## config.mk

```make
export PLATFORM = sky130hd
export DESIGN_NAME = leaf_bft_depacketizer
export DESIGN_NICKNAME = d
export VERILOG_FILES = /design/src/rtl/leaf_bft_depacketizer.sv
export SDC_FILE = /design/constraint.sdc
export NUM_CORES = 1
export LEC_CHECK = 0
export BUFFER_PORTS_ARGS = -buffer_cell sky130_fd_sc_hd__buf_2
export CAP_MARGIN = 20
export CORE_MARGIN = 5
export CORE_UTILIZATION = 31
export CTS_CLUSTER_DIAMETER = 30
export DETAILED_ROUTE_END_ITERATION = 7
export GPL_TIMING_DRIVEN = 0
export SETUP_SLACK_MARGIN = 0.5
export SLEW_MARGIN = 20
export SYNTH_ARGS = -nofsm -noshare
export SYNTH_HDL_FRONTEND = slang
export SYNTH_SLANG_ARGS = --single-unit
```

## constraint.sdc

```tcl
create_clock -name clk -period 12.7 [get_ports clk]
set_input_delay 2.54 -clock clk [delete_from_list [all_inputs] [get_ports clk]]
set_output_delay 2.54 -clock clk [all_outputs]
set_load 0.03 [all_outputs]
```

## src/rtl/leaf_bft_depacketizer.sv

```systemverilog
// Input-side stage for a leaf operator: filters BFT packets addressed to this leaf,
// demultiplexes payloads into per-port FWFT FIFOs and counts drops/misroutes.
module leaf_bft_depacketizer #(
  parameter int          NUM_PORTS  = 2,
  parameter logic [4:0]  LEAF_ADDR  = 5'd0,
  parameter int          FIFO_DEPTH = 16,
  parameter int          PAYLOAD_W  = 32
) (
  input  logic                           clk,
  input  logic                           reset,
  input  logic                           ap_start,
  input  logic [48:0]                    din_leaf_bft2interface,
  output logic [NUM_PORTS*PAYLOAD_W-1:0] dout_data,
  output logic [NUM_PORTS-1:0]           dout_valid,
  input  logic [NUM_PORTS-1:0]           dout_ready,
  output logic                           resend_req,
  output logic [15:0]                    drop_cnt,
  output logic [15:0]                    misroute_cnt
);

  localparam int         AW          = $clog2(FIFO_DEPTH);
  localparam logic [AW:0] DEPTH_C    = FIFO_DEPTH[AW:0];
  localparam logic [4:0] NUM_PORTS_C = NUM_PORTS[4:0];

  logic                 pkt_valid;
  logic [4:0]           pkt_addr;
  logic [3:0]           pkt_port;
  logic [PAYLOAD_W-1:0] pkt_payload;
  logic                 pkt_hit;
  logic                 pkt_misroute;
  logic [NUM_PORTS-1:0] push_rej;
  logic                 any_drop;

  // Reserved header bits carry nothing for this leaf.
  logic unused_reserved;
  assign unused_reserved = ^din_leaf_bft2interface[38:32];

  // Stage 1: the valid bit is gated by ap_start in the cycle the packet arrives.
  always_ff @(posedge clk or negedge reset) begin
    if (!reset) begin
      pkt_valid   <= 1'b0;
      pkt_addr    <= '0;
      pkt_port    <= '0;
      pkt_payload <= '0;
    end else begin
      pkt_valid   <= din_leaf_bft2interface[48] & ap_start;
      pkt_addr    <= din_leaf_bft2interface[47:43];
      pkt_port    <= din_leaf_bft2interface[42:39];
      pkt_payload <= din_leaf_bft2interface[PAYLOAD_W-1:0];
    end
  end

  assign pkt_hit      = pkt_valid && (pkt_addr == LEAF_ADDR) &&
                        ({1'b0, pkt_port} < NUM_PORTS_C);
  assign pkt_misroute = pkt_valid && !pkt_hit;
  assign any_drop     = |push_rej;

  for (genvar p = 0; p < NUM_PORTS; p++) begin : g_port
    logic [PAYLOAD_W-1:0] mem [FIFO_DEPTH];
    logic [AW-1:0]        wr_ptr;
    logic [AW-1:0]        rd_ptr;
    logic [AW:0]          count;
    logic                 pop;
    logic                 push_req;
    logic                 push_ok;

    assign pop      = (count != '0) && dout_ready[p];
    assign push_req = pkt_hit && (pkt_port == 4'(p));
    // A full FIFO still takes the packet when it frees a slot on the same edge.
    assign push_ok  = push_req && ((count < DEPTH_C) || pop);
    assign push_rej[p] = push_req && !push_ok;

    always_ff @(posedge clk or negedge reset) begin
      if (!reset) begin
        wr_ptr <= '0;
        rd_ptr <= '0;
        count  <= '0;
      end else begin
        if (push_ok) wr_ptr <= wr_ptr + 1'b1;
        if (pop)     rd_ptr <= rd_ptr + 1'b1;
        case ({push_ok, pop})
          2'b10:   count <= count + 1'b1;
          2'b01:   count <= count - 1'b1;
          default: count <= count;
        endcase
      end
    end

    always_ff @(posedge clk) begin
      if (push_ok) mem[wr_ptr] <= pkt_payload;
    end

    // Data is masked while empty so the bus reads zero after reset.
    assign dout_valid[p] = (count != '0);
    assign dout_data[p*PAYLOAD_W +: PAYLOAD_W] = dout_valid[p] ? mem[rd_ptr] : '0;
  end

  always_ff @(posedge clk or negedge reset) begin
    if (!reset) begin
      resend_req   <= 1'b0;
      drop_cnt     <= '0;
      misroute_cnt <= '0;
    end else begin
      resend_req <= any_drop;
      if (any_drop && (drop_cnt != 16'hFFFF))
        drop_cnt <= drop_cnt + 16'd1;
      if (pkt_misroute && (misroute_cnt != 16'hFFFF))
        misroute_cnt <= misroute_cnt + 16'd1;
    end
  end

endmodule

```

==> results of run 1 <==
==> synth_stat cells (12+ instances only) <==
master and instances:
nor2b_1 67, inv_1 20, edfxtp_1 1024, ha_1 20, xnor2_1 23, buf_4 22, xor2_1 27, nand2_1 30
nand4_1 12, nor2_1 38, mux4_2 320, dfrtp_1 101, and2_1 12, clkbuf_1 48
==> cell usage in the layout (no fill, tap or decap), types with 20 or more instances in the layout <==
cell type,netlist,layout
xnor2_1,23,23
buf_16,0,22
inv_1,20,20
nand2_1,30,30
ha_1,20,20
clkinv_4,0,20
clkbuf_1,48,69
xor2_1,27,27
buf_2,8,173
clkinv_2,0,29
nor2_1,38,21
dfrtp_1,101,88
buf_4,22,43
clkinv_1,0,27
bufinv_16,0,28
edfxtp_1,1024,1024
mux4_2,320,320
clkbuf_16,0,207
nor2b_1,67,67
==> cells by family after synthesis <==
group | count (synthesis) | share of synthesized area, %
flip-flops | 1125 | 77.2
adder cells (fa/ha/maj) | 20 | 0.581
XOR/XNOR | 50 | 1.02
buffers and inverters | 111 | 1.18
AND/OR/NAND/NOR | 204 | 2.60
AO/OA/AOI/OAI | 34 | 0.525
multiplexers | 327 | 16.9
==> power by group through the flow <==
stage	Sequential, mW	Clock [mW]	Combinational, mW
floorplan	4.24	0	2.27
global placement	4.25	0	3.25
detailed placement	4.26	0	3.30
CTS	4.19	5.57	3.32
global route	4.20	5.77	3.46
finish	4.19	5.49	3.24
==> worst max-delay path by stage <==
stage	cells after the start	startpoint	to
detailed placement	6	g_port[0].rd_ptr[1]	dout_data[21]
global route	6	g_port[0].rd_ptr[1]	dout_data[21]
global placement	5	dout_ready[1]	g_port[1].mem[0][13]
CTS	6	g_port[0].rd_ptr[1]	dout_data[21]
finish	6	g_port[0].rd_ptr[1]	dout_data[21]
floorplan	4	dout_ready[1]	g_port[1].mem[3][0]
==> per-layer routing <==
layer  track usage [%]  vias up  routed length (um)
li1                  -     8774                   -
met1              18.3    11106               42300
met2              23.7      824               52100
met3              4.08      177                8180
met4              4.06       12                2110
met5                 0        -                  90
==> sequential cells by signal, indices dropped and copies added, names as in the netlist <==
name and flops:
drop_cnt 16, g_port.count 10, g_port.mem 1024, g_port.rd_ptr 8
g_port.wr_ptr 8, misroute_cnt 16, pkt_addr 5, pkt_payload 32
pkt_port 4, pkt_valid 1, resend_req 1
==> layout make-up <==
class | instances | area [um^2] | share of cell area [%]
clock buffers | 231 | 5300 | 9.71
multi-input cells | 635 | 9510 | 17.4
inverters | 22 | 82.6 | 0.151
plain buffers | 89 | 432 | 0.791
flip-flops and latches | 1125 | 33300 | 61.0
clock inverters | 151 | 1850 | 3.40
repair buffers | 223 | 1840 | 3.37
diodes | 6 | 15.0 | 0.0275
well taps | 1794 | 2240 | 4.11
==> metrics.yaml, run 1 <==
outcome: "finished clean"
fin_cells: 4276
drtIter0Drc: 1965
hold_slack_ns: 0.495
path_max_fanout: 10
ys_warn_count: 0
yosysTopAreaCellShare_pct: 71.3
crit_buf_inv: 3
grt_pass1_vias: 22617
worstHoldEndpoint: "drop_cnt[15]"
hold_violations: 0
detail_route.vias_per_cell: 4.89
hpwl_um: 66500
final_max_slew_viol_count: 0
cts_root_buffer: "clkbuf_16"
fillers: 11989
grt_pass1_wl_um: 153000
synth.avg_cell_area_um2: 23.0
p_total_mw: 12.9
ios: 153
synth_fp_nets: 1945
gr-total-overflow: 0
cts-resized-gates: 0
fin_setup_tns_ns: 0
min_path_cells: 1
numCtsBuffers: 203
antenna_found_initial: 16
reg2reg_to: "g_port[1].count[4]"
worstPathCellList: "clkbuf_1 > clkbuf_1 > mux4_2 > mux4_2 > nor2b_1 > buf_2"
drive_gt1_share_pct: 38.9
placedCellCount: 3886
fin_nets: 2373
grt_setup_unrepaired: "false"
yosysTopAreaCell: "edfxtp_1"
setup.worst_path.class: "reg -> out"
drt_pre_antenna_iters: 5
switching_share_pct: 29.6
cts.path.max_buffers: 3
p_int_mw: 9.10
power_frac_seq_pct: 32.4
slew_headroom_pct: 26.1
rows: 136
yosysSeqAreaShare_pct: 77.2
cp_top_family: "buffers and inverters"
clkLatencyLatePin_ns: 0.77
cts_tree: "yes"
power.clock.fraction_pct: 42.5
vias: 20893
grt_max_degree: 61
period_share_pct: 50.7
cts_setup_buffers: 0
post_drt_wl_per_cell_um: 24.5
ys_ff_latch: 1125
dp_slack_ns: 7.07
rr_startpoint: "g_port[1].count[1]"
synth_edf_count: 1024
syn_inst: 1871
die_y_um: 383
power_density_nw_per_um2: 237
ys_async_sr_fraction_pct: 8.98
fmax_mhz: 155
setup_ws_ns: 6.26
place_area_um2: 47400
synthFlopType: "edfxtp_1"
critPathLaunchType: "flip-flop"
port_buffers: 145
worstHoldPathType: "reg -> reg"
cap_violations: 0
vdd_ir_drop_max_uv: 193
cp-end-kind: "output port"
fin_skew_ns: 0.0552
pwr-share-comb_pct: 25.1
final_area_um2: 54600
critical_path.slowest_cell: "clkbuf_1"
synth_area_um2: 43100
cts-hold-fix-buffers: 0
die_area_um2: 147000
worstMarginPinSlew_ns: 1.11
utilization_pct: 39.6
die_w_um: 383
yosysUniqueCellTypes: 51
period_minus_slack_ns: 6.44
reg2reg_depth: 14
hold_path_startpoint: "drop_cnt[15]"
grtUsageTotal_pct: 14.2
coreArea_um2: 138000
switching_power_mw: 3.82
drc: 0
slowest_delay_ns: 0.75
crit_required_ns: 10.16
regToRegSetupSlack_ns: 8.53
syn_to_final_growth_pct: 26.6
start_util_pct: 31.3
gp_congestion: 0.764
ant_nets: 0
cp.arrival_ns: 3.90
cellLeakagePower_nw: 18.3
clkTransAtPathRegs_ns: 0.05
clock-sinks: 1125
finalWirelength_um: 105000
finalSetupViolations: 0
synth.area.top_cells: "edfxtp_1, mux4_2, dfrtp_1"
htreeDepth: 4
(Power assumes the default switching activity.)
==> inputs of run 2 (changes only) <==
clock period = 5.2 ns   (was 12.7 ns; I/O delays follow)
==> metrics.yaml, run 2 (synthesis results as in run 1) <==
antenna_found_initial: 16  # unchanged
largest_register_ffs: 1024  # unchanged
fin_skew_ns: 0.0579  # was 0.0552 ns
outcome: "finished clean"  # unchanged
final_cell_mix: "edfxtp_1, mux4_2, clkbuf_16, buf_2, dfrtp_1"  # unchanged
clkLatencyLatePin_ns: 0.77  # about the same
path_max_fanout: 10  # unchanged
rows: 136  # unchanged
die_w_um: 383  # unchanged
cts_setup_buffers: 0  # unchanged
hold_violations: 0  # unchanged
regToRegSetupSlack_ns: 1.28  # was 8.53 ns
utilization_pct: 39.6  # about the same
period_minus_slack_ns: 4.47
gr-total-overflow: 0  # unchanged
cts_root_buffer: "clkbuf_16"  # unchanged
power_density_nw_per_um2: 579  # was 237 nW/um^2
grt_pass1_wl_um: 153000  # unchanged
post_drt_wl_per_cell_um: 24.5  # about the same
gp_congestion: 0.764  # unchanged
grt_setup_unrepaired: "false"  # unchanged
cts.path.max_buffers: 3  # unchanged
grt_pass1_vias: 22621  # was 22617
die_area_um2: 147000  # unchanged
fin_nets: 2373  # unchanged
crit_required_ns: 4.16  # was 10.16 ns
final_common_cell: "edfxtp_1"  # unchanged
grtUsageTotal_pct: 14.2  # about the same
htreeDepth: 4  # unchanged
numCtsBuffers: 203  # unchanged
drive_gt1_share_pct: 39.7  # was 38.9%
final_max_slew_viol_count: 0  # unchanged
worstHoldPathType: "in -> async"  # was reg -> reg
cellLeakagePower_nw: 18.3  # about the same
clkTransAtPathRegs_ns: 0.05  # about the same
worstMarginPinSlew_ns: 1.11  # about the same
cap_violations: 0  # unchanged
crit_end: "dout_data[27]"  # was dout_data[21]
setup.worst_path.class: "reg -> out"  # unchanged
die_y_um: 383  # unchanged
critPathLaunchType: "flip-flop"  # unchanged
rr_startpoint: "g_port[1].count[1]"  # unchanged
grt_max_degree: 61  # unchanged
fillers: 11982  # was 11989
drt_pre_antenna_iters: 5  # unchanged
setup_ws_ns: 0.735  # was 6.26 ns
period_share_pct: 85.9
fin_setup_tns_ns: 0  # unchanged
regMostFlops: "g_port.mem"  # unchanged
dp_slack_ns: 1.07  # was 7.07 ns
ios: 153  # unchanged
syn_to_final_growth_pct: 26.7  # was 26.6%
finalSetupViolations: 0  # unchanged
reg2reg_to: "g_port[1].count[4]"  # unchanged
detail_route.vias_per_cell: 4.88  # was 4.89
cts_tree: "yes"  # unchanged
clock-sinks: 1125  # unchanged
p_total_mw: 31.6  # was 12.9 mW
drc: 0  # unchanged
finalWirelength_um: 105000  # about the same
start_util_pct: 31.3  # unchanged
vdd_ir_drop_max_uv: 470  # was 193 uV
fmax_mhz: 224
cp-end-kind: "output port"  # unchanged
ant_nets: 0  # unchanged
slew_headroom_pct: 26.2  # was 26.1%
top_regs: "g_port.mem (1024), pkt_payload (32)"  # unchanged
startpoint: "g_port[0].rd_ptr[1]"  # unchanged
coreArea_um2: 138000  # unchanged
hpwl_um: 66500  # unchanged
cp.arrival_ns: 3.43  # was 3.90 ns
reg2reg_depth: 14  # unchanged
port_buffers: 145  # unchanged
drtIter0Drc: 1908  # was 1965
vias: 20898  # was 20893
run 2: changes by cell type in the layout (fill, tap and decap cells not counted), sizes merged:
cell / previous run / this run
diode: 6 / 8
run 2: report_power, final:
group | switching [mW] | internal [mW] | total, mW
logic | 4.47 | 3.46 | 7.93
registers | 0.241 | 10.0 | 10.2
clock network | 4.64 | 8.78 | 13.4
total | 9.35 | 22.2 | 31.6
run 2: final cells by class:
type | count | area (um^2) | share of cell area [%]
plain buffers | 89 | 454 | 0.832
inverters | 22 | 82.6 | 0.151
well taps | 1794 | 2240 | 4.11
multi-input cells | 635 | 9520 | 17.4
clock inverters | 151 | 1850 | 3.39
diodes | 8 | 20.0 | 0.0367
clock buffers | 231 | 5300 | 9.71
repair buffers | 223 | 1840 | 3.36
flip-flops and latches | 1125 | 33300 | 61.0
run 2: worst min-delay path by stage:
stage	startpoint	to	cells after the start
floorplan	g_port[1].count[3]	g_port[1].count[3]	2
global placement	drop_cnt[3]	drop_cnt[3]	1
detailed placement	drop_cnt[11]	drop_cnt[11]	1
CTS	reset	drop_cnt[11]	1
global route	reset	drop_cnt[11]	1
finish	reset	drop_cnt[11]	1
run 2: critical path: stages, from the launching register on:
cell and delay, ns:
dfrtp_1 0.42, clkbuf_2 0.34, clkbuf_1 0.63, mux4_2 0.41
mux4_2 0.51, nor2b_1 0.15, buf_2 0.19
run 2: metrics by stage:
step	instance area (um^2)	std cells	hold slack [ns]
after floorplan	43100	1871	0.471
after global placement	46100	3810	0.474
after detailed placement	47400	3886	0.482
after CTS	54500	4268	0.170
after global routing	54600	4272	0.199
final	54600	4278	0.201
run 2: repair_timing:
action	CTS	global route
hold buffers	0	0
endpoints found under the setup margin	57	4
resized for setup	18	2
run 2: per-layer routing:
layer	track usage (%)	vias to the layer above	share of wire, %
met1	18.3	11101	41
met5	0	-	0.086
met3	4.08	183	7.5
met2	23.7	820	50
li1	-	8782	-
met4	4.07	12	2.0
